$ cat src/rtl/afe_sequence_engine_if.sv
// Bundle of control, ROM and serial-shifter signals between the AFE sequence
// engine (master) and its environment (slave).
interface afe_sequence_engine_if #(
    parameter int DATA_W = 20,
    parameter int ADDR_W = 8,
    parameter int OP_W   = 4
);
    logic                   enable;
    logic                   abort;
    logic                   serial_ready;
    logic [OP_W+DATA_W-1:0] rom_data;
    logic [ADDR_W-1:0]      rom_address;
    logic [DATA_W-1:0]      afe_command;
    logic                   start_transaction;
    logic                   busy;
    logic                   done;
    logic                   error;

    modport master (
        input  enable, abort, serial_ready, rom_data,
        output rom_address, afe_command, start_transaction, busy, done, error
    );

    modport slave (
        output enable, abort, serial_ready, rom_data,
        input  rom_address, afe_command, start_transaction, busy, done, error
    );
endinterface

$ cat src/rtl/afe_sequence_engine.sv
// ROM-driven sequencer that walks opcode+payload words and feeds the AFE serial
// shifter; supports SEND, timed WAIT, JUMP and END with error reporting.
module afe_sequence_engine #(
    parameter int DATA_W      = 20,
    parameter int ADDR_W      = 8,
    parameter int OP_W        = 4,
    parameter int ROM_LATENCY = 1,
    parameter int DELAY_W     = 16
) (
    input  logic                  clk,
    input  logic                  reset_n,
    afe_sequence_engine_if.master bus
);
    localparam int FC_W = $clog2(ROM_LATENCY + 1) + 1;

    localparam logic [OP_W-1:0] OP_END  = OP_W'(0);
    localparam logic [OP_W-1:0] OP_SEND = OP_W'(1);
    localparam logic [OP_W-1:0] OP_WAIT = OP_W'(2);
    localparam logic [OP_W-1:0] OP_JUMP = OP_W'(3);

    typedef enum logic [3:0] {
        S_IDLE, S_FETCH, S_DECODE, S_WAIT_SER, S_HOLD,
        S_DELAY, S_NEXT, S_DONE, S_ERROR
    } state_t;

    state_t              state, state_nxt;
    logic [OP_W-1:0]     opcode, opcode_nxt;
    logic [DATA_W-1:0]   payload, payload_nxt;
    logic [FC_W-1:0]     fetch_cnt, fetch_cnt_nxt;
    logic [DELAY_W-1:0]  delay_cnt, delay_cnt_nxt;
    logic [ADDR_W-1:0]   rom_address, rom_address_nxt;
    logic [DATA_W-1:0]   afe_command, afe_command_nxt;
    logic                start_q, start_nxt;
    logic                busy_q, busy_nxt;
    logic                done_q, done_nxt;
    logic                error_q, error_nxt;

    always_ff @(posedge clk or negedge reset_n) begin
        if (!reset_n) begin
            state       <= S_IDLE;
            opcode      <= '0;
            payload     <= '0;
            fetch_cnt   <= '0;
            delay_cnt   <= '0;
            rom_address <= '0;
            afe_command <= '0;
            start_q     <= 1'b0;
            busy_q      <= 1'b0;
            done_q      <= 1'b0;
            error_q     <= 1'b0;
        end else begin
            state       <= state_nxt;
            opcode      <= opcode_nxt;
            payload     <= payload_nxt;
            fetch_cnt   <= fetch_cnt_nxt;
            delay_cnt   <= delay_cnt_nxt;
            rom_address <= rom_address_nxt;
            afe_command <= afe_command_nxt;
            start_q     <= start_nxt;
            busy_q      <= busy_nxt;
            done_q      <= done_nxt;
            error_q     <= error_nxt;
        end
    end

    always_comb begin
        state_nxt       = state;
        opcode_nxt      = opcode;
        payload_nxt     = payload;
        fetch_cnt_nxt   = '0;  // restarts on every FETCH entry
        delay_cnt_nxt   = delay_cnt;
        rom_address_nxt = rom_address;
        afe_command_nxt = afe_command;
        start_nxt       = 1'b0;

        case (state)
            S_IDLE: begin
                if (bus.enable) begin
                    rom_address_nxt = '0;
                    state_nxt       = S_FETCH;
                end
            end
            S_FETCH: begin
                // one cycle for the address register, ROM_LATENCY for the ROM
                if (fetch_cnt == FC_W'(ROM_LATENCY)) begin
                    opcode_nxt  = bus.rom_data[OP_W+DATA_W-1:DATA_W];
                    payload_nxt = bus.rom_data[DATA_W-1:0];
                    state_nxt   = S_DECODE;
                end else begin
                    fetch_cnt_nxt = fetch_cnt + FC_W'(1);
                end
            end
            S_DECODE: begin
                case (opcode)
                    OP_END:  state_nxt = S_DONE;
                    OP_SEND: state_nxt = S_WAIT_SER;
                    OP_WAIT: begin
                        if (payload[DELAY_W-1:0] == '0) begin
                            state_nxt = S_NEXT;
                        end else begin
                            delay_cnt_nxt = payload[DELAY_W-1:0];
                            state_nxt     = S_DELAY;
                        end
                    end
                    OP_JUMP: begin
                        rom_address_nxt = payload[ADDR_W-1:0];
                        state_nxt       = S_FETCH;
                    end
                    default: state_nxt = S_ERROR;
                endcase
            end
            S_WAIT_SER: begin
                if (bus.serial_ready) begin
                    afe_command_nxt = payload;
                    start_nxt       = 1'b1;
                    state_nxt       = S_HOLD;
                end
            end
            S_HOLD:  state_nxt = S_NEXT;
            S_DELAY: begin
                delay_cnt_nxt = delay_cnt - DELAY_W'(1);
                if (delay_cnt == DELAY_W'(1)) state_nxt = S_NEXT;
            end
            S_NEXT: begin
                // no wrap: running off the end of the ROM is an error
                if (&rom_address) begin
                    state_nxt = S_ERROR;
                end else begin
                    rom_address_nxt = rom_address + ADDR_W'(1);
                    state_nxt       = S_FETCH;
                end
            end
            S_DONE, S_ERROR: begin
                if (!bus.enable) state_nxt = S_IDLE;
            end
            default: state_nxt = S_IDLE;
        endcase

        if (bus.abort) begin
            state_nxt       = S_IDLE;
            start_nxt       = 1'b0;
            afe_command_nxt = afe_command;
            fetch_cnt_nxt   = '0;
            delay_cnt_nxt   = '0;
        end

        busy_nxt  = !(state_nxt inside {S_IDLE, S_DONE, S_ERROR});
        done_nxt  = (state_nxt inside {S_DONE, S_ERROR});
        error_nxt = (state_nxt == S_ERROR);
    end

    assign bus.rom_address       = rom_address;
    assign bus.afe_command       = afe_command;
    assign bus.start_transaction = start_q;
    assign bus.busy              = busy_q;
    assign bus.done              = done_q;
    assign bus.error             = error_q;
endmodule
$ cat src/flat_wrapper.sv
// flat-port wrapper written by rule: the top's interface ports become plain ports
module afe_sequence_engine_flat 
#(
    parameter int DATA_W      = 20,
    parameter int ADDR_W      = 8,
    parameter int OP_W        = 4,
    parameter int ROM_LATENCY = 1,
    parameter int DELAY_W     = 16
)
  (clk, reset_n, bus_enable, bus_abort, bus_serial_ready, bus_rom_data, bus_rom_address, bus_afe_command, bus_start_transaction, bus_busy, bus_done, bus_error);
  afe_sequence_engine_if #(.DATA_W(DATA_W), .ADDR_W(ADDR_W), .OP_W(OP_W)) bus_i ();
  input  logic clk;
  input  logic reset_n;
  input wire logic [$bits(bus_i.enable)-1:0] bus_enable;
  input wire logic [$bits(bus_i.abort)-1:0] bus_abort;
  input wire logic [$bits(bus_i.serial_ready)-1:0] bus_serial_ready;
  input wire logic [$bits(bus_i.rom_data)-1:0] bus_rom_data;
  output wire logic [$bits(bus_i.rom_address)-1:0] bus_rom_address;
  output wire logic [$bits(bus_i.afe_command)-1:0] bus_afe_command;
  output wire logic [$bits(bus_i.start_transaction)-1:0] bus_start_transaction;
  output wire logic [$bits(bus_i.busy)-1:0] bus_busy;
  output wire logic [$bits(bus_i.done)-1:0] bus_done;
  output wire logic [$bits(bus_i.error)-1:0] bus_error;
  assign bus_i.enable = bus_enable;
  assign bus_i.abort = bus_abort;
  assign bus_i.serial_ready = bus_serial_ready;
  assign bus_i.rom_data = bus_rom_data;
  assign bus_rom_address = bus_i.rom_address;
  assign bus_afe_command = bus_i.afe_command;
  assign bus_start_transaction = bus_i.start_transaction;
  assign bus_busy = bus_i.busy;
  assign bus_done = bus_i.done;
  assign bus_error = bus_i.error;
  afe_sequence_engine #(.DATA_W(DATA_W), .ADDR_W(ADDR_W), .OP_W(OP_W), .ROM_LATENCY(ROM_LATENCY), .DELAY_W(DELAY_W)) u_core (.clk(clk), .reset_n(reset_n), .bus(bus_i));
endmodule
$ cat config.mk
export PLATFORM = sky130hd
export DESIGN_NAME = afe_sequence_engine_flat
export DESIGN_NICKNAME = d
export VERILOG_FILES = /design/src/rtl/afe_sequence_engine_if.sv /design/src/rtl/afe_sequence_engine.sv /design/src/flat_wrapper.sv
export SDC_FILE = /design/constraint.sdc
export NUM_CORES = 1
export LEC_CHECK = 0
export CAP_MARGIN = 20
export CORE_MARGIN = 2
export CORE_UTILIZATION = 35
export DETAILED_ROUTE_END_ITERATION = 6
export SYNTH_ARGS = -nofsm -noshare
export SYNTH_HDL_FRONTEND = slang
export SYNTH_SLANG_ARGS = --single-unit
$ cat constraint.sdc
create_clock -name clk -period 2.5 [get_ports clk]
set_input_delay 0.375 -clock clk [delete_from_list [all_inputs] [get_ports clk]]
set_output_delay 0.375 -clock clk [all_outputs]
set_load 0.02 [all_outputs]
[Word level (Yosys, flattened, before mapping)]
Index checks and enable logic that the tools add are counted.
Operators by class
  eq/ne operators: 20
  bitwise gates (word level): 1
  mux-type cells: 24
  add/sub/neg operators: 3
  reduce and logical (&&, ||, !) cells: 15
Operators with widths (count)
  16-bit two-way mux: 3
  16-bit one-hot mux with 2 select lines: 1
  4-bit one-hot mux with 8 select lines: 1
  4-bit two-way mux: 7
  8-bit two-way mux: 3
  8-bit one-hot mux with 3 select lines: 1
  4-bit by 3-bit == test with 1-bit output, second input constant: 5
  16-bit by 1-bit == test with 1-bit output, second input constant: 1
  4-bit by 2-bit == test with 1-bit output, second input constant: 4
  16-bit logical NOT: 1
  4-bit one-hot mux with 4 select lines: 1
  16-bit by 1-bit subtractor with 16-bit output, second input constant: 1
  4-bit logical NOT: 3
  3-bit nonzero test: 3
  8-bit by 1-bit adder with 8-bit output, second input constant: 1
  4-bit by 1-bit == test with 1-bit output, second input constant: 2
  4-bit == test, second input constant: 2
  2-bit two-way mux: 4
  8-bit AND reduction: 1
  2-bit inequality test, second input constant: 3
  3-bit AND reduction: 2
  4-bit AND reduction: 1
  1-bit two-way mux: 3
  3-bit by 2-bit inequality test with 1-bit output, second input constant: 1
  other kinds (8): 8
Storage, ports and cells
  bits in registers: 78
  word-level logic and storage cells: 74

[Depth between registers and ports, before layout]
Gate-level depths: netlist (run 1).
  depth in word-level cells: 8
  mapped depth: 8

[Worst setup path after synthesis (run 1)]
OpenSTA, ideal clock, no wires.
  kind: flip-flop to flip-flop
  start point: reg u_core.state[3]
  end point: reg u_core.opcode[1]
  library setup time: 0.125 ns
  stages on the path, launching flop included: 7
  required time: 2.375 ns
  buffers on the path: 3
  period minus slack after synthesis: 2.145 ns
  slack: 0.355 ns
  arrival time: 2.020 ns
  path through: dfrtp_1 -> buf_2 -> or4b_1 -> or3b_1 -> buf_2 -> buf_6 -> mux2_4
On the way
  longest elaborated chain between the ends: 2
Ends and longest elaborated chain
  from (decl): RTL line afe_sequence_engine.sv:26  | state_t state, state_nxt;
  from (signal assigned): RTL line afe_sequence_engine.sv:52  | state <= state_nxt;
  4-bit by 1-bit == test with 1-bit output: RTL line afe_sequence_engine.sv:76  | case (state)
  2-bit AND reduction (no source line)
  to (signal assigned): RTL line afe_sequence_engine.sv:53  | opcode <= opcode_nxt;
  to (decl): RTL line afe_sequence_engine.sv:27  | logic [OP_W-1:0] opcode, opcode_nxt;
Every way passes these cells.
A chain may end at the register's enable or synchronous reset.

[Worst setup path in the final report (run 1)]
  start point: reg u_core.payload[10]
  end point: reg u_core.busy_q, in the netlist u_core.bus.busy
On the way
  longest elaborated chain between the ends: 8
  elaborated cells on any way between the ends: 10
  those cells by class: 2 x eq/ne; 4 x mux; 4 x reduce/logical
Ends and longest elaborated chain
  from (decl): RTL line afe_sequence_engine.sv:28  | logic [DATA_W-1:0] payload, payload_nxt;
  from (signal assigned): RTL line afe_sequence_engine.sv:54  | payload <= payload_nxt;
  16-bit logical NOT (*): RTL line afe_sequence_engine.sv:98  | if (payload[DELAY_W-1:0] == '0) begin
  2-bit two-way mux (*): RTL line afe_sequence_engine.sv:98
  4-bit one-hot mux with 4 select lines (*): RTL line afe_sequence_engine.sv:94  | case (opcode)
  4-bit one-hot mux with 8 select lines (*): RTL line afe_sequence_engine.sv:76
  4-bit two-way mux (*): RTL line afe_sequence_engine.sv:139  | if (bus.abort) begin
  4-bit by 3-bit == test with 1-bit output (tied with other cells): RTL line afe_sequence_engine.sv:147  | busy_nxt = !(state_nxt inside {S_IDLE, S_DONE, S_ERROR});
  3-bit nonzero test (*): RTL line afe_sequence_engine.sv:147
  1-bit logical NOT (*): RTL line afe_sequence_engine.sv:147
  named net u_core.busy_nxt: RTL line afe_sequence_engine.sv:34  | logic busy_q, busy_nxt;
  to (signal assigned): RTL line afe_sequence_engine.sv:60  | busy_q <= busy_nxt;
  to (decl): RTL line afe_sequence_engine.sv:34
Mark *: on every way through the listed nets, which the timed path passes. The rest lies on a longest branch.

==> results.sh, run 1 <==
export IMPL_outcome="completed"
export IMPL_timing_hold_ws_ns=0.0230
export IMPL_row_count=38
export IMPL_cts_hold_buf=0
export IMPL_core_area_sq_um=10700
export IMPL_cts_buffer_depth=2
export IMPL_p_comb_share_pct=18.8
export IMPL_antenna_found_initial=0
export IMPL_yosysUniqueCellTypes=54
export IMPL_relSlewSlack_pct=50.1
export IMPL_clk_latency_ns=0.35
export IMPL_ir_drop_mv=0.315
export IMPL_drt_pre_antenna_iters=4
export IMPL_viasPerCell=5.21
export IMPL_path_cells="nor4_1 > nand4_1 > o311a_1 > nor3_1 > nor4b_1 > a211oi_1"
export IMPL_syn_inst=384
export IMPL_total_power_mw=3.34
export IMPL_wl_per_cell_um=15.9
export IMPL_synth_fp_nets=416
export IMPL_instances_no_fill=602
export IMPL_fin_crit_ns=2.29
export IMPL_cap_violations=0
export IMPL_synth_edff_count=0
export IMPL_rsz0062_at_grt="no"
export IMPL_cts_buffers=9
export IMPL_cts_num_sinks=78
export IMPL_min_path_type="input pin to asynchronous set/reset pin"
export IMPL_cp_max_fo=4
export IMPL_fin_tns_setup_ns=0
export IMPL_placed_cells=586
export IMPL_seq_area_sq_um=1950
export IMPL_multiInputGateArea_sq_um=1730
export IMPL_dieArea_sq_um=11800
export IMPL_p_switching_mw=0.940
export IMPL_grt_first_pass_wirelength_mm=15.7
export IMPL_p_int_mw=2.40
export IMPL_io_buffers=60
export IMPL_clkTransAtPathRegs_ns=0.09
export IMPL_final_hold_violation_count=0
export IMPL_io_pins=61
export IMPL_cts_max_level=3
export IMPL_antenna_left=0
export IMPL_slowest_delay_ns=0.43
export IMPL_dr_total_vias=3137
export IMPL_drt_iter0_drc=201
export IMPL_grt_max_degree=46
export IMPL_tritoncts="yes"
export IMPL_worst_setup_path_end_kind="flop"
export IMPL_gp_congestion=0.856
export IMPL_avgSynthCellArea_sq_um=9.95
export IMPL_synthArstFlopShare_pct=100
export IMPL_die_x_um=109
export IMPL_insertedDiodeCount=0
export IMPL_drv_slew=0
export IMPL_syn2layout_area_growth_pct=28.2
export IMPL_grt_pass1_vias=3084
export IMPL_tightest_slew_ns=0.748
export IMPL_dp_hpwl_mm=6.70
export IMPL_start_util_pct=35.6
export IMPL_pwr_share_clk_pct=31.3
export IMPL_placed_area_sq_um=4680
export IMPL_root_buffer="clkbuf_8"
export IMPL_final_common_cell="nand2_1"
export IMPL_fmax_mhz=437
export IMPL_setup_viol=0
export IMPL_post_cts_buffers=0
export IMPL_leakagePower_nw=2.22
export IMPL_drive_gt1_share_pct=15.8
export IMPL_yosys_warnings=0
export IMPL_overflow=0
export IMPL_yosysSeqAreaShare_pct=51.1
export IMPL_p_per_area_nw_per_um2=682
export IMPL_finClkSkew_ns=0.0123
export IMPL_path_class="flop to flop"
export IMPL_startpoint_type="flop"
export IMPL_drcViolationCount=0
export IMPL_final_cell_mix="nand2_1 (80), dfrtp_1 (78), clkdlybuf4s50_1 (59)"
export IMPL_die_height_um=109
export IMPL_p_sw_share_pct=28.1
export IMPL_synth_ff_type="dfrtp_1"
export IMPL_nets=489
export IMPL_synthesis_area_sq_um=3820
export IMPL_seqPwrFrac_pct=49.9
export IMPL_crit_slowest_cell="dfrtp_1"
export IMPL_cts_resized=0
export IMPL_final_fill_count=1070
export IMPL_worstPathArrival_ns=2.50
export IMPL_ys_seq_elements=78
export IMPL_totalWireLength_mm=9.55
export IMPL_required_ns=2.71
export IMPL_fin_crit_sh_pct=91.5
export IMPL_fin_area_sq_um=4900
export IMPL_gr_usage_all_layers_pct=17.1
power groups by stage:
stage               clock, mW  sequential, mW  combinational [mW]
floorplan                   0            1.66               0.337
global placement            0            1.69               0.622
detailed placement          0            1.69               0.631
CTS                      1.08            1.67               0.636
global route             1.13            1.70               0.677
finish                   1.05            1.67               0.628
per-layer routing:
| layer | track usage, % | routed length [um] |
|---|---|---|
| met5 | 0 | 0 |
| met4 | 4.85 | 153 |
| met3 | 4.04 | 579 |
| met2 | 25.7 | 4110 |
| met1 | 24.7 | 4710 |
critical path, delay by kind of cell, from the launching register on:
kind | cells | cell delay [ns]
AND/OR/NAND/NOR | 4 | 1.27
flip-flops | 1 | 0.43
AO/OA/AOI/OAI | 2 | 0.44
cell families after synthesis:
group,count (synthesis),share of synthesized area (%)
flip-flops,78,51.1
AO/OA/AOI/OAI,79,13.4
adder cells (fa/ha/maj),3,0.982
AND/OR/NAND/NOR,168,21.7
multiplexers,24,9.03
XOR/XNOR,1,0.229
buffers and inverters,31,3.60
state kept, by name (all words and copies together) (netlist names):
signal	count
u_core.bus.error	1
u_core.delay_cnt	16
u_core.payload	20
u_core.bus.start_transaction	1
u_core.fetch_cnt	2
u_core.opcode	4
u_core.bus.busy	1
u_core.bus.rom_address	8
u_core.bus.done	1
u_core.bus.afe_command	20
u_core.state	4
synthesized netlist by cell type (4+ instances only):
master,instances,area share (%)
nand3_1,9,1.2
buf_2,5,0.65
inv_1,9,0.88
nand2_1,80,7.9
a21oi_1,26,3.4
nor2_1,27,2.7
nand4_1,5,0.82
a22oi_1,4,0.79
o22ai_1,4,0.65
nor4_1,7,1.1
dfrtp_1,78,51
clkbuf_1,14,1.4
o311ai_0,4,0.92
o21ai_0,13,1.7
nor3_1,12,1.6
mux2_2,4,1.2
mux2_4,20,7.9
a31oi_1,5,0.82
metrics by stage:
step	utilization (%)	setup WS [ns]
final	45.6	0.213
after global routing	45.6	0.0228
after CTS	45.6	0.220
after detailed placement	43.6	0.244
after global placement	43.6	0.276
after floorplan	-	0.355
cell type report:
class / count / share of cell area, %
flip-flops and latches: 78 / 39.8
repair buffers: 83 / 16.0
clock inverters: 7 / 1.99
multi-input cells: 275 / 35.3
well taps: 140 / 3.57
inverters: 10 / 0.766
clock buffers: 9 / 2.53
worst paths after layout:
check,start,end,slack [ns],depth (start not counted)
worst max-delay path,u_core.payload[10]$_DFFE_PN0P_,u_core.bus.busy$_DFF_PN0_,0.21,6
worst min-delay path,reset_n,u_core.bus.rom_address[5]$_DFFE_PN0P_,0.02,1
worst max register to register,u_core.payload[10]$_DFFE_PN0P_,u_core.bus.busy$_DFF_PN0_,0.21,6
worst min register to register,u_core.fetch_cnt[0]$_DFF_PN0_,u_core.fetch_cnt[0]$_DFF_PN0_,0.46,1
max in group asynchronous,reset_n,u_core.bus.afe_command[16]$_DFFE_PN0P_,1.87,2
min in group clk,u_core.fetch_cnt[0]$_DFF_PN0_,u_core.fetch_cnt[0]$_DFF_PN0_,0.46,1
No activity file was read; power rests on OpenSTA's default activity.
==> run 2: changes to the inputs <==
- CAP_MARGIN: 20 -> not set
- CORE_UTILIZATION: 35 -> 54
- CTS_CLUSTER_DIAMETER: not set -> 60
- PLACE_DENSITY: not set -> 0.8
==> results.sh, run 2 (synthesis gave the netlist of run 1 again) <==
export IMPL_core_area_sq_um=6830
export IMPL_rsz0062_at_grt="no"
export IMPL_fin_tns_setup_ns=0
export IMPL_start_util_pct=56.0
export IMPL_cp_max_fo=5
export IMPL_syn2layout_area_growth_pct=25.3
export IMPL_overflow=0
export IMPL_worst_setup_path_end_kind="flop"
export IMPL_clkTransAtPathRegs_ns=0.08
export IMPL_leakagePower_nw=2.19
export IMPL_required_ns=2.71
export IMPL_tritoncts="yes"
export IMPL_post_cts_buffers=0
export IMPL_final_fill_count=546
export IMPL_die_x_um=88.1
export IMPL_p_per_area_nw_per_um2=676
export IMPL_cts_resized=0
export IMPL_top_regs="u_core.bus.afe_command: 20 flops, u_core.payload: 20 flops, u_core.delay_cnt: 16 flops"
export IMPL_viasPerCell=5.67
export IMPL_drv_slew=0
export IMPL_cts_num_sinks=78
export IMPL_cts_buffers=9
export IMPL_finClkSkew_ns=0.00745
export IMPL_cts_hold_buf=0
export IMPL_grt_first_pass_wirelength_mm=14.9
export IMPL_total_power_mw=3.24
export IMPL_gp_congestion=0.904
export IMPL_row_count=30
export IMPL_root_buffer="clkbuf_8"
export IMPL_worstPathArrival_ns=2.55
export IMPL_cap_violations=0
export IMPL_cts_max_level=3
export IMPL_relSlewSlack_pct=34.7
export IMPL_wl_per_cell_um=16.1
export IMPL_cts_buffer_depth=2
export IMPL_die_height_um=88.1
export IMPL_nets=485
export IMPL_insertedDiodeCount=0
export IMPL_antenna_found_initial=0
export IMPL_path_class="flop to flop"
export IMPL_dp_slack_ns=0.186
export IMPL_tightest_slew_ns=0.980
export IMPL_ir_drop_mv=0.443
export IMPL_min_path_type="input pin to asynchronous set/reset pin"
export IMPL_startpoint_type="flop"
export IMPL_dieArea_sq_um=7770
export IMPL_gr_usage_all_layers_pct=24.8
export IMPL_io_buffers=60
export IMPL_drive_gt1_share_pct=15.1
export IMPL_antenna_left=0
export IMPL_totalWireLength_mm=8.93
export IMPL_fmax_mhz=429
export IMPL_dr_total_vias=3140
export IMPL_final_common_cell="nand2_1"
export IMPL_timing_final_ws_setup_ns=0.167
export IMPL_drcViolationCount=0
export IMPL_outcome="completed"
export IMPL_setup_viol=0
export IMPL_fin_util_pct=70.1
export IMPL_final_cell_mix="nand2_1 (80), dfrtp_1 (78), clkdlybuf4s50_1 (59)"
export IMPL_grt_max_degree=79
export IMPL_drt_iter0_drc=254
export IMPL_io_pins=61
export IMPL_grt_pass1_vias=3097
export IMPL_fin_crit_ns=2.33
export IMPL_clk_latency_ns=0.35
export IMPL_dp_hpwl_mm=6.24
export IMPL_final_hold_violation_count=0
export IMPL_fin_crit_sh_pct=93.3
export IMPL_drt_pre_antenna_iters=5
==> run 2: cell types whose count changed in the layout (fill, tap and decap cells not counted), sizes merged <==
cell,delta
buf,-4
clkbuf,+2
bufinv,-1
inv,-1
==> run 2: report_power, final <==
group / internal [mW] / leakage, nW / switching [mW]
clock network: 0.489 / 0.0955 / 0.464
logic: 0.369 / 1.06 / 0.236
registers: 1.46 / 1.03 / 0.220
total: 2.32 / 2.19 / 0.920
==> run 2: layout make-up <==
type | count | area (sq um) | area share, %
sequential | 78 | 1950 | 40.8
multi-input combinational | 275 | 1740 | 36.3
timing repair buffer | 79 | 741 | 15.5
clock buffer | 11 | 141 | 2.95
tap | 96 | 120 | 2.51
clock inverter | 5 | 58.8 | 1.23
inverter | 10 | 37.5 | 0.784
==> run 2: routing by layer <==
metal,part of all wire [%],vias up,global-route usage [%]
li1,-,1514,-
met1,44,1509,34.5
met2,48,106,38.2
met3,6.0,11,6.50
met4,1.3,0,8.54
met5,0,-,0
==> run 2: through the flow <==
step	instances	hold WS [ns]	cell area (sq um)
4_1_cts	554	0.217	4780
3_5_place_dp	538	0.449	4580
3_3_place_gp	538	0.434	4580
5_1_grt	554	0.256	4790
2_1_floorplan	384	0.0794	3820
6_report	554	0.185	4790
==> run 2: worst paths after layout <==
kind,from,slack (ns),end,cells past startpoint
max in group asynchronous,reset_n,1.68,u_core.bus.afe_command[0]$_DFFE_PN0P_,1
worst min register to register,u_core.fetch_cnt[0]$_DFF_PN0_,0.46,u_core.fetch_cnt[0]$_DFF_PN0_,1
worst min-delay path,reset_n,0.18,u_core.bus.afe_command[4]$_DFFE_PN0P_,1
worst max-delay path,u_core.payload[3]$_DFFE_PN0P_,0.17,u_core.bus.busy$_DFF_PN0_,6
min in group clk,u_core.fetch_cnt[0]$_DFF_PN0_,0.46,u_core.fetch_cnt[0]$_DFF_PN0_,1
worst max register to register,u_core.payload[3]$_DFFE_PN0P_,0.17,u_core.bus.busy$_DFF_PN0_,6
==> run 2: worst max-delay path: stages (launching register included) <==
cell      delay (ns)
dfrtp_1         0.47
nor4_2          0.41
nand4_1         0.24
o311a_1         0.34
nor3_1          0.35
nor4b_1         0.30
a211oi_1        0.10
==> run 3: changes to the inputs <==
- CORE_UTILIZATION: 54 -> 42
- CTS_CLUSTER_DIAMETER: 60 -> 100
- PLACE_DENSITY: 0.8 -> 0.65
==> results.sh, run 3 (synthesis gave the netlist of run 1 again) <==
export IMPL_r2r_start="u_core.payload[2]$_DFFE_PN0P_"
export IMPL_cts_num_sinks=78
export IMPL_timing_hold_ws_ns=0.0221
export IMPL_top_regs="u_core.bus.afe_command: 20 flops, u_core.payload: 20 flops, u_core.delay_cnt: 16 flops"
export IMPL_io_buffers=60
export IMPL_cp_max_fo=5
export IMPL_cts_hold_buf=0
export IMPL_path_delay_family="simple AND/OR/NAND/NOR gates"
export IMPL_start_util_pct=43.6
export IMPL_root_buffer="clkbuf_8"
export IMPL_antenna_left=0
export IMPL_cts_buffers=9
export IMPL_dr_total_vias=3127
export IMPL_post_cts_buffers=0
export IMPL_path_class="flop to flop"
export IMPL_drive_gt1_share_pct=15.3
export IMPL_viasPerCell=5.51
export IMPL_die_height_um=99.4
export IMPL_drv_slew=0
export IMPL_insertedDiodeCount=0
export IMPL_timing_rr_end="u_core.bus.busy$_DFF_PN0_"
export IMPL_gp_congestion=0.868
export IMPL_worst_setup_path_end_kind="flop"
export IMPL_nets=486
export IMPL_p_switching_mw=0.936
export IMPL_totalWireLength_mm=9.15
export IMPL_path_buf_inv=0
export IMPL_clk_latency_ns=0.36
export IMPL_overflow=0
export IMPL_tritoncts="yes"
export IMPL_clkTransAtPathRegs_ns=0.09
export IMPL_syn2layout_area_growth_pct=26.2
export IMPL_setup_viol=0
export IMPL_drcViolationCount=0
export IMPL_pwr_share_clk_pct=29.5
export IMPL_required_ns=2.73
export IMPL_grt_pass1_vias=3113
export IMPL_final_common_cell="nand2_1"
export IMPL_p_int_mw=2.30
export IMPL_total_power_mw=3.24
export IMPL_grt_first_pass_wirelength_mm=15.6
export IMPL_slowest_delay_ns=0.44
export IMPL_startpoint_type="flop"
export IMPL_relSlewSlack_pct=61.8
export IMPL_outcome="completed"
export IMPL_drt_iter0_drc=183
export IMPL_gr_usage_all_layers_pct=20.1
export IMPL_worstPathArrival_ns=2.52
export IMPL_finClkSkew_ns=0.0108
export IMPL_r2r_slack_ns=0.21
export IMPL_dieArea_sq_um=9880
export IMPL_final_fill_count=822
export IMPL_core_area_sq_um=8760
export IMPL_cap_violations=0
export IMPL_antenna_found_initial=0
export IMPL_placed_cells=551
export IMPL_fin_tns_setup_ns=0
export IMPL_die_x_um=99.4
export IMPL_wl_per_cell_um=16.1
export IMPL_p_sw_share_pct=28.9
export IMPL_final_hold_violation_count=0
export IMPL_p_comb_share_pct=18.8
export IMPL_crit_slowest_cell="dfrtp_1"
export IMPL_path_cells="nor4_1 > nand4_1 > o311a_1 > nor3_1 > nor4b_1 > a211oi_1"
export IMPL_ir_drop_mv=0.326
export IMPL_drt_pre_antenna_iters=4
export IMPL_final_cell_mix="nand2_1 (80), dfrtp_1 (78), clkdlybuf4s50_1 (59)"
export IMPL_min_path_type="input pin to asynchronous set/reset pin"
export IMPL_fmax_mhz=436
export IMPL_dp_hpwl_mm=6.42
export IMPL_fin_crit_ns=2.29
export IMPL_reg2reg_depth=6
export IMPL_grt_max_degree=79
export IMPL_row_count=34
export IMPL_leakagePower_nw=2.19
export IMPL_io_pins=61
export IMPL_fin_crit_sh_pct=91.8
export IMPL_cts_buffer_depth=2
export IMPL_seqPwrFrac_pct=51.6
export IMPL_rsz0062_at_grt="no"
export IMPL_tightest_slew_ns=0.571
export IMPL_p_per_area_nw_per_um2=671
export IMPL_cts_resized=0
export IMPL_instances_no_fill=567
export IMPL_cts_max_level=3
## run 3: how the worst max path moves through the flow
| stage | from | end | cells after the start |
|---|---|---|---|
| finish | u_core.payload[2]$_DFFE_PN0P_ | u_core.bus.busy$_DFF_PN0_ | 6 |
| detailed placement | u_core.payload[5]$_DFFE_PN0P_ | u_core.bus.busy$_DFF_PN0_ | 6 |
| floorplan | u_core.state[3]$_DFF_PN0_ | u_core.opcode[1]$_DFFE_PN0P_ | 6 |
| global route | u_core.delay_cnt[1]$_DFFE_PN0P_ | u_core.bus.busy$_DFF_PN0_ | 8 |
| CTS | u_core.payload[5]$_DFFE_PN0P_ | u_core.bus.busy$_DFF_PN0_ | 6 |
| global placement | u_core.payload[5]$_DFFE_PN0P_ | u_core.bus.busy$_DFF_PN0_ | 6 |
## run 3: area by class of cell
type	instances	area (sq um)	share of cell area (%)
Tap cell	108	135	2.80
Multi-Input combinational cell	275	1740	36.1
Inverter	10	37.5	0.778
Clock inverter	6	70.1	1.45
Sequential cell	78	1950	40.5
Timing Repair Buffer	80	761	15.8
Clock buffer	10	128	2.65
## run 3: stage by stage
stage,instance area [sq um],setup WS (ns),utilization [%]
2_1_floorplan,3820,0.355,-
3_3_place_gp,4620,0.196,52.7
3_5_place_dp,4620,0.147,52.7
4_1_cts,4820,0.140,55.0
5_1_grt,4820,0.00956,55.0
6_report,4820,0.206,55.0
## run 3: power by group through the flow
| stage | Clock, mW | Sequential (mW) | Combinational (mW) |
|---|---|---|---|
| 2_1_floorplan | 0 | 1.66 | 0.337 |
| 3_3_place_gp | 0 | 1.69 | 0.602 |
| 3_5_place_dp | 0 | 1.69 | 0.615 |
| 4_1_cts | 0.987 | 1.67 | 0.616 |
| 5_1_grt | 1.04 | 1.71 | 0.657 |
| 6_report | 0.955 | 1.67 | 0.610 |
## run 3: routing by layer
| metal | vias up | routed length, um | global-route usage (%) |
|---|---|---|---|
| met2 | 80 | 4130 | 30.1 |
| met4 | 0 | 159 | 7.17 |
| li1 | 1511 | - | - |
| met1 | 1522 | 4380 | 29.0 |
| met3 | 14 | 479 | 4.08 |
| met5 | - | 0 | 0 |
==> RTL change 1 (settings of run 1) <==
`ROM_LATENCY` is set to 1 in 2 places; all go to 2.
--- a/src/rtl/afe_sequence_engine.sv
+++ b/src/rtl/afe_sequence_engine.sv
@@ -4,7 +4,7 @@
     parameter int DATA_W      = 20,
     parameter int ADDR_W      = 8,
     parameter int OP_W        = 4,
-    parameter int ROM_LATENCY = 1,
+    parameter int ROM_LATENCY = 2,
     parameter int DELAY_W     = 16
 ) (
     input  logic                  clk,
--- a/src/flat_wrapper.sv
+++ b/src/flat_wrapper.sv
@@ -4,7 +4,7 @@
     parameter int DATA_W      = 20,
     parameter int ADDR_W      = 8,
     parameter int OP_W        = 4,
-    parameter int ROM_LATENCY = 1,
+    parameter int ROM_LATENCY = 2,
     parameter int DELAY_W     = 16
 )
   (clk, reset_n, bus_enable, bus_abort, bus_serial_ready, bus_rom_data, bus_rom_address, bus_afe_command, bus_start_transaction, bus_busy, bus_done, bus_error);
Formal check against the unedited RTL: not equivalent (a bounded check fails within 10 cycles, from zero or initial values and one cycle with reset_n low).
==> RTL change 1 against run 1 <==
First-iteration DRC count rose by 21%. Worst setup slack improved by 120 ps. Routed wire length rose by 2.1%. Cell count fell by 0.66%. Sequential cell count rose by 1. Synthesized area rose by 0.52%. Cell area fell by 0.10%. Via count rose by 1.6%. Critical endpoint is now u_core.delay_cnt[12]$_DFFE_PN0P_. Largest cell class unchanged.
Power is not compared: it rests on default switching activity, and its combinational part moved more than twofold at a synthesized area within 25%.
==> RTL change 1: results (changes against run 1) <==
- Status: finished, final reports clean
- Worst Max-Slew Pin Slew: 563 ps (-185 ps)
- Number of fillers in the final layout: 1,034 (-3.4%)
- First-pass GRT wire length: 16,400 um (+4.8%)
- Placed Area: 4660 um2 (-0.53%)
- CTS Buffer Depth: 2 (unchanged)
- Max IR drop VDD: around 0.00028 V
- CP max stage cell: or4_1
- Antenna Diode Count: 0 (unchanged)
- Post_cts resized: 0 (unchanged)
- Vias: 3,187 (+1.6%)
- Clock Latency Late Sink: 350 ps (about the same)
- Clock Skews: 10.2 ps (-2.09 ps)
- Area contributors post-synth: dfrtp_1 (51%), nand2_1 (8.1%), mux2_2 (7.0%)
- CP max stage delay: 430 ps (about the same)
- Reg-to-Reg Start: u_core.state[1]$_DFF_PN0_
- Critical R2R Capture: u_core.delay_cnt[12]$_DFFE_PN0P_
- R2r setup slk: 340 ps (+120 ps)
- Placer Congestion: 0.904 (+5.6%)
- CTS Root Cell: clkbuf_8
- Largest net degree at the start of global routing: 41 (-11%)
- Biggest regs: u_core.bus.afe_command x20, u_core.payload x20, u_core.delay_cnt x16
- Static leakage: between 2 and 2.5 nW
- Hpwl dp: 6890 um (+2.9%)
- Total CTS buffers: 9 (unchanged)
- Netlist cell types: 61 (+13%)
- Worst-path clk slew: 90 ps (about the same)
- Syn Nets: 418 (+0.48%)
- Critical path arrival: 2430 ps (-70 ps)
- R2R depth: 6 (unchanged)
- Post-synth top cells: nand2_1 (83), dfrtp_1 (79), mux2_2 (24)
- Mean routed wirelength per cell: 16.3 um (+2.8%)
- Worst hold path class: input port to async pin
- Total Routing Usage GR: 17.8% (+0.67 points)
- Post-CTS Setup Inserts: 0 (unchanged)
- Layout cell share with drive strength beyond 1: 15.7% (-0.080 points)
- CTS H-tree depth: 3 (unchanged)
- Vias in the first global route: 3,288 (+6.6%)
- Ys Warns: 0 (unchanged)
- CP Max Fanout: 11 (+7)
- Sequential fraction of the synthesis area: 51.4% (+0.39 points)
- Starting DRT DRC Count: 244 (+21%)
- Worst hold slack: 3.19 ps (-19.8 ps)
- Ys async rst share: 100% (unchanged)
- Nets: 486 (-0.61%)
- DR pass1 iterations: 4 (unchanged)
- Initial antenna violation count: 0 (unchanged)
- Input/output buffers: 60 (unchanged)
RTL change 1: report_power, final:
part           leakage (nW)  switching, mW  internal, mW
registers              1.04         0.0985          1.35
logic                 0.927          0.101         0.129
clock network         0.118          0.497         0.669
total                  2.09          0.697          2.15
RTL change 1: critical path, delay by kind of cell (launching register included):
family,cells,cell delay (ps)
buffers and inverters,1,180
AOI/OAI and AO/OA,1,180
DFF,1,420
and+or+nand+nor,4,1290
RTL change 1: final cells by class:
| class | count | share of cell area [%] |
|---|---|---|
| Inverter | 10 | 0.766 |
| Sequential cell | 79 | 40.4 |
| Clock inverter | 6 | 2.40 |
| Clock buffer | 9 | 2.53 |
| Timing Repair Buffer | 74 | 14.9 |
| Tap cell | 140 | 3.58 |
| Multi-Input combinational cell | 280 | 35.5 |
RTL change 1: metrics by stage:
step	util, %	setup slack, ps	std cells	power [mW]
4_1_cts	45.4	350	598	2.88
3_3_place_gp	43.1	367	583	1.70
6_report	45.4	337	598	2.85
5_1_grt	45.4	218	598	2.98
2_1_floorplan	-	561	386	1.56
3_5_place_dp	43.1	359	583	1.71
RTL change 1: cells by family after synthesis:
kind of cell | count (synthesis) | synth area share, %
AOI/OAI and AO/OA | 78 | 13.1
and+or+nand+nor | 172 | 23.3
muxes | 26 | 7.55
adders and majority gates | 3 | 0.977
DFF | 79 | 51.4
buffers and inverters | 27 | 3.32
xor gates and xnor gates | 1 | 0.228
RTL change 1: worst max-delay path by stage:
stage	slack [ps]	to	cells after the start	from
after floorplan	560	u_core.delay_cnt[4]$_DFFE_PN0P_	6	u_core.state[0]$_DFF_PN0_
after global placement	370	u_core.delay_cnt[1]$_DFFE_PN0P_	6	u_core.state[0]$_DFF_PN0_
after detailed placement	360	u_core.delay_cnt[5]$_DFFE_PN0P_	6	u_core.state[0]$_DFF_PN0_
after CTS	350	u_core.delay_cnt[5]$_DFFE_PN0P_	6	u_core.state[0]$_DFF_PN0_
after global routing	220	u_core.delay_cnt[5]$_DFFE_PN0P_	6	u_core.state[0]$_DFF_PN0_
final	340	u_core.delay_cnt[12]$_DFFE_PN0P_	6	u_core.state[1]$_DFF_PN0_
RTL change 1: per-layer routing:
metal	GRT usage [%]	share of wire, %	vias up
met3	4.36	5.9	12
met5	0	0	-
li1	-	-	1520
met1	24.0	45	1571
met4	5.86	1.2	0
met2	28.2	47	84
==> RTL change 2 (flow settings as in run 1) <==
Made on the original files. Reset style: synchronous (`reset_n`), changed in one clocked block.
--- a/src/rtl/afe_sequence_engine.sv
+++ b/src/rtl/afe_sequence_engine.sv
@@ -35,7 +35,7 @@
     logic                done_q, done_nxt;
     logic                error_q, error_nxt;
 
-    always_ff @(posedge clk or negedge reset_n) begin
+    always_ff @(posedge clk) begin
         if (!reset_n) begin
             state       <= S_IDLE;
             opcode      <= '0;
Check against the original RTL: differs if reset_n is asserted again (counterexample within 4 cycles, from zero or initial values and one cycle with reset_n low); with reset_n held inactive, the same outputs for 10 cycles.
==> RTL change 2 against run 1 <==
Sequential cell count did not move. Routed wire length fell by 0.68%. Worst setup slack improved by 22 ps. First-iteration DRC count fell by 36%. Die area fell by 6.0%. Largest cell class is now multi-input gates. Maximum frequency rose by 0.96%. Synthesized area fell by 6.2%. Cell area fell by 7.2%.
Power is not compared: it rests on default switching activity, and its combinational part moved more than twofold at a synthesized area within 25%.
==> RTL change 2: results (changes against run 1) <==
- Area contributors post-synth: dfxtp_1 (44%), nand2_1 (12%), a21boi_0 (9.2%)
- Status: finished, final reports clean
- WL final: 9490 um (-0.68%)
- Nets: 538 (+10%)
- Main synth FF type: dfxtp_1
- Clock Skews: 11.1 ps (-1.16 ps)
- Worst hold path class: register to register
- Critical path arrival: 2530 ps (+30 ps)
- Post-synth top cells: nand2_1 (114), dfxtp_1 (78), a21boi_0 (44)
- Syn Nets: 476 (+14%)
- Worst Max-Slew Pin Slew: 482 ps (-266 ps)
- Post-synthesis adder-cell area fraction: 1.40% (+0.41 points)
- CP max stage delay: 620 ps (+190 ps)
- Antenna Diode Count: 0 (unchanged)
- XOR/XNOR share of the synthesized area: 0% (-0.23 points)
- Critical Path Start: u_core.state[2]$_SDFF_PN0_
- Mapped Cells: 443 (+15%)
- CP Max Fanout: 14 (+10)
- Starting DRT DRC Count: 129 (-36%)
- Placer Congestion: 0.826 (-3.5%)
- Total Routing Usage GR: 17.6% (+0.48 points)
- Total CTS buffers: 9 (unchanged)
- Multiplexer share of the synthesized area: 0.279% (-8.8 points)
- Vias in the first global route: 3,258 (+5.6%)
- Netlist cell types: 53 (-1.9%)
- Via/cell ratio: 5.21 (about the same)
- Non-filler cells in the finished layout: 643 (+6.8%)
- Number of fillers in the final layout: 992 (-7.3%)
- Sequential fraction of the synthesis area: 43.5% (-7.5 points)
- Layout cell share with drive strength beyond 1: 7.65% (-8.2 points)
- CP max stage cell: dfxtp_1
## RTL change 2: changes by cell type in the layout (fill, tap and decap cells not counted), moves of 4 or more
| cell | delta |
|---|---|
| buf_4 | -8 |
| o22ai_1 | -4 |
| nand4_1 | -4 |
| mux2_4 | -20 |
| mux2_2 | -4 |
| dfxtp_1 | +78 |
| nor3_1 | -5 |
| nor2_1 | +7 |
| dfrtp_1 | -78 |
| a21boi_0 | +44 |
| nand2_1 | +34 |
## RTL change 2: layout make-up
type | instances | share of cell area [%]
timing repair buffer | 75 | 15.7
clock buffer | 9 | 2.72
inverter | 7 | 0.577
tap | 133 | 3.66
clock inverter | 7 | 1.62
sequential | 78 | 34.3
multi-input combinational | 334 | 41.4
## RTL change 2: repair_timing
item                       in CTS  in global routing
hold endpoints to repair        0                  0
resized for setup               0                  1
setup endpoints to repair       0                  1
## RTL change 2: cells by family after synthesis
logic type | Yosys count
buf+inv | 31
fa+ha+maj | 4
simple gates | 207
flops | 78
mux | 1
compound gates | 122
## RTL change 2: per-stage QoR
step	instance area (um2)	util (%)	hold WS [ps]
6_report	4550	46.1	426
5_1_grt	4550	46.1	451
4_1_cts	4540	46.1	429
3_5_place_dp	4350	44.1	417
3_3_place_gp	4350	44.1	408
2_1_floorplan	3590	-	398
## RTL change 2: final timing paths
path / endpoint / slack (ps) / cells past startpoint
max: u_core.delay_cnt[12]$_SDFFE_PP0P_ / 230 / 6
min: u_core.fetch_cnt[0]$_SDFF_PP0_ / 430 / 1
max reg2reg: u_core.delay_cnt[12]$_SDFFE_PP0P_ / 230 / 6
min reg2reg: u_core.fetch_cnt[0]$_SDFF_PP0_ / 430 / 1
## RTL change 2: metal layers
layer	wire (um)	GRT usage (%)
met1	4480	22.5
met2	4330	28.7
met3	466	3.90
met4	208	7.33
met5	0	0
## RTL change 2: worst register-to-register path, stage by stage (launching register included)
cell and delay (ps):
dfxtp_1 620, and4bb_2 360, and2_1 210, nand2_1 120
or2_1 310, or4_1 410, a31oi_1 170
## RTL change 2: power by group through the flow
stage	Clock, mW	Combinational, mW	Sequential, mW
after floorplan	0	0.0541	1.29
after global placement	0	0.124	1.29
after detailed placement	0	0.124	1.29
after CTS	0.973	0.125	1.26
after global routing	1.03	0.137	1.26
final	0.949	0.125	1.26
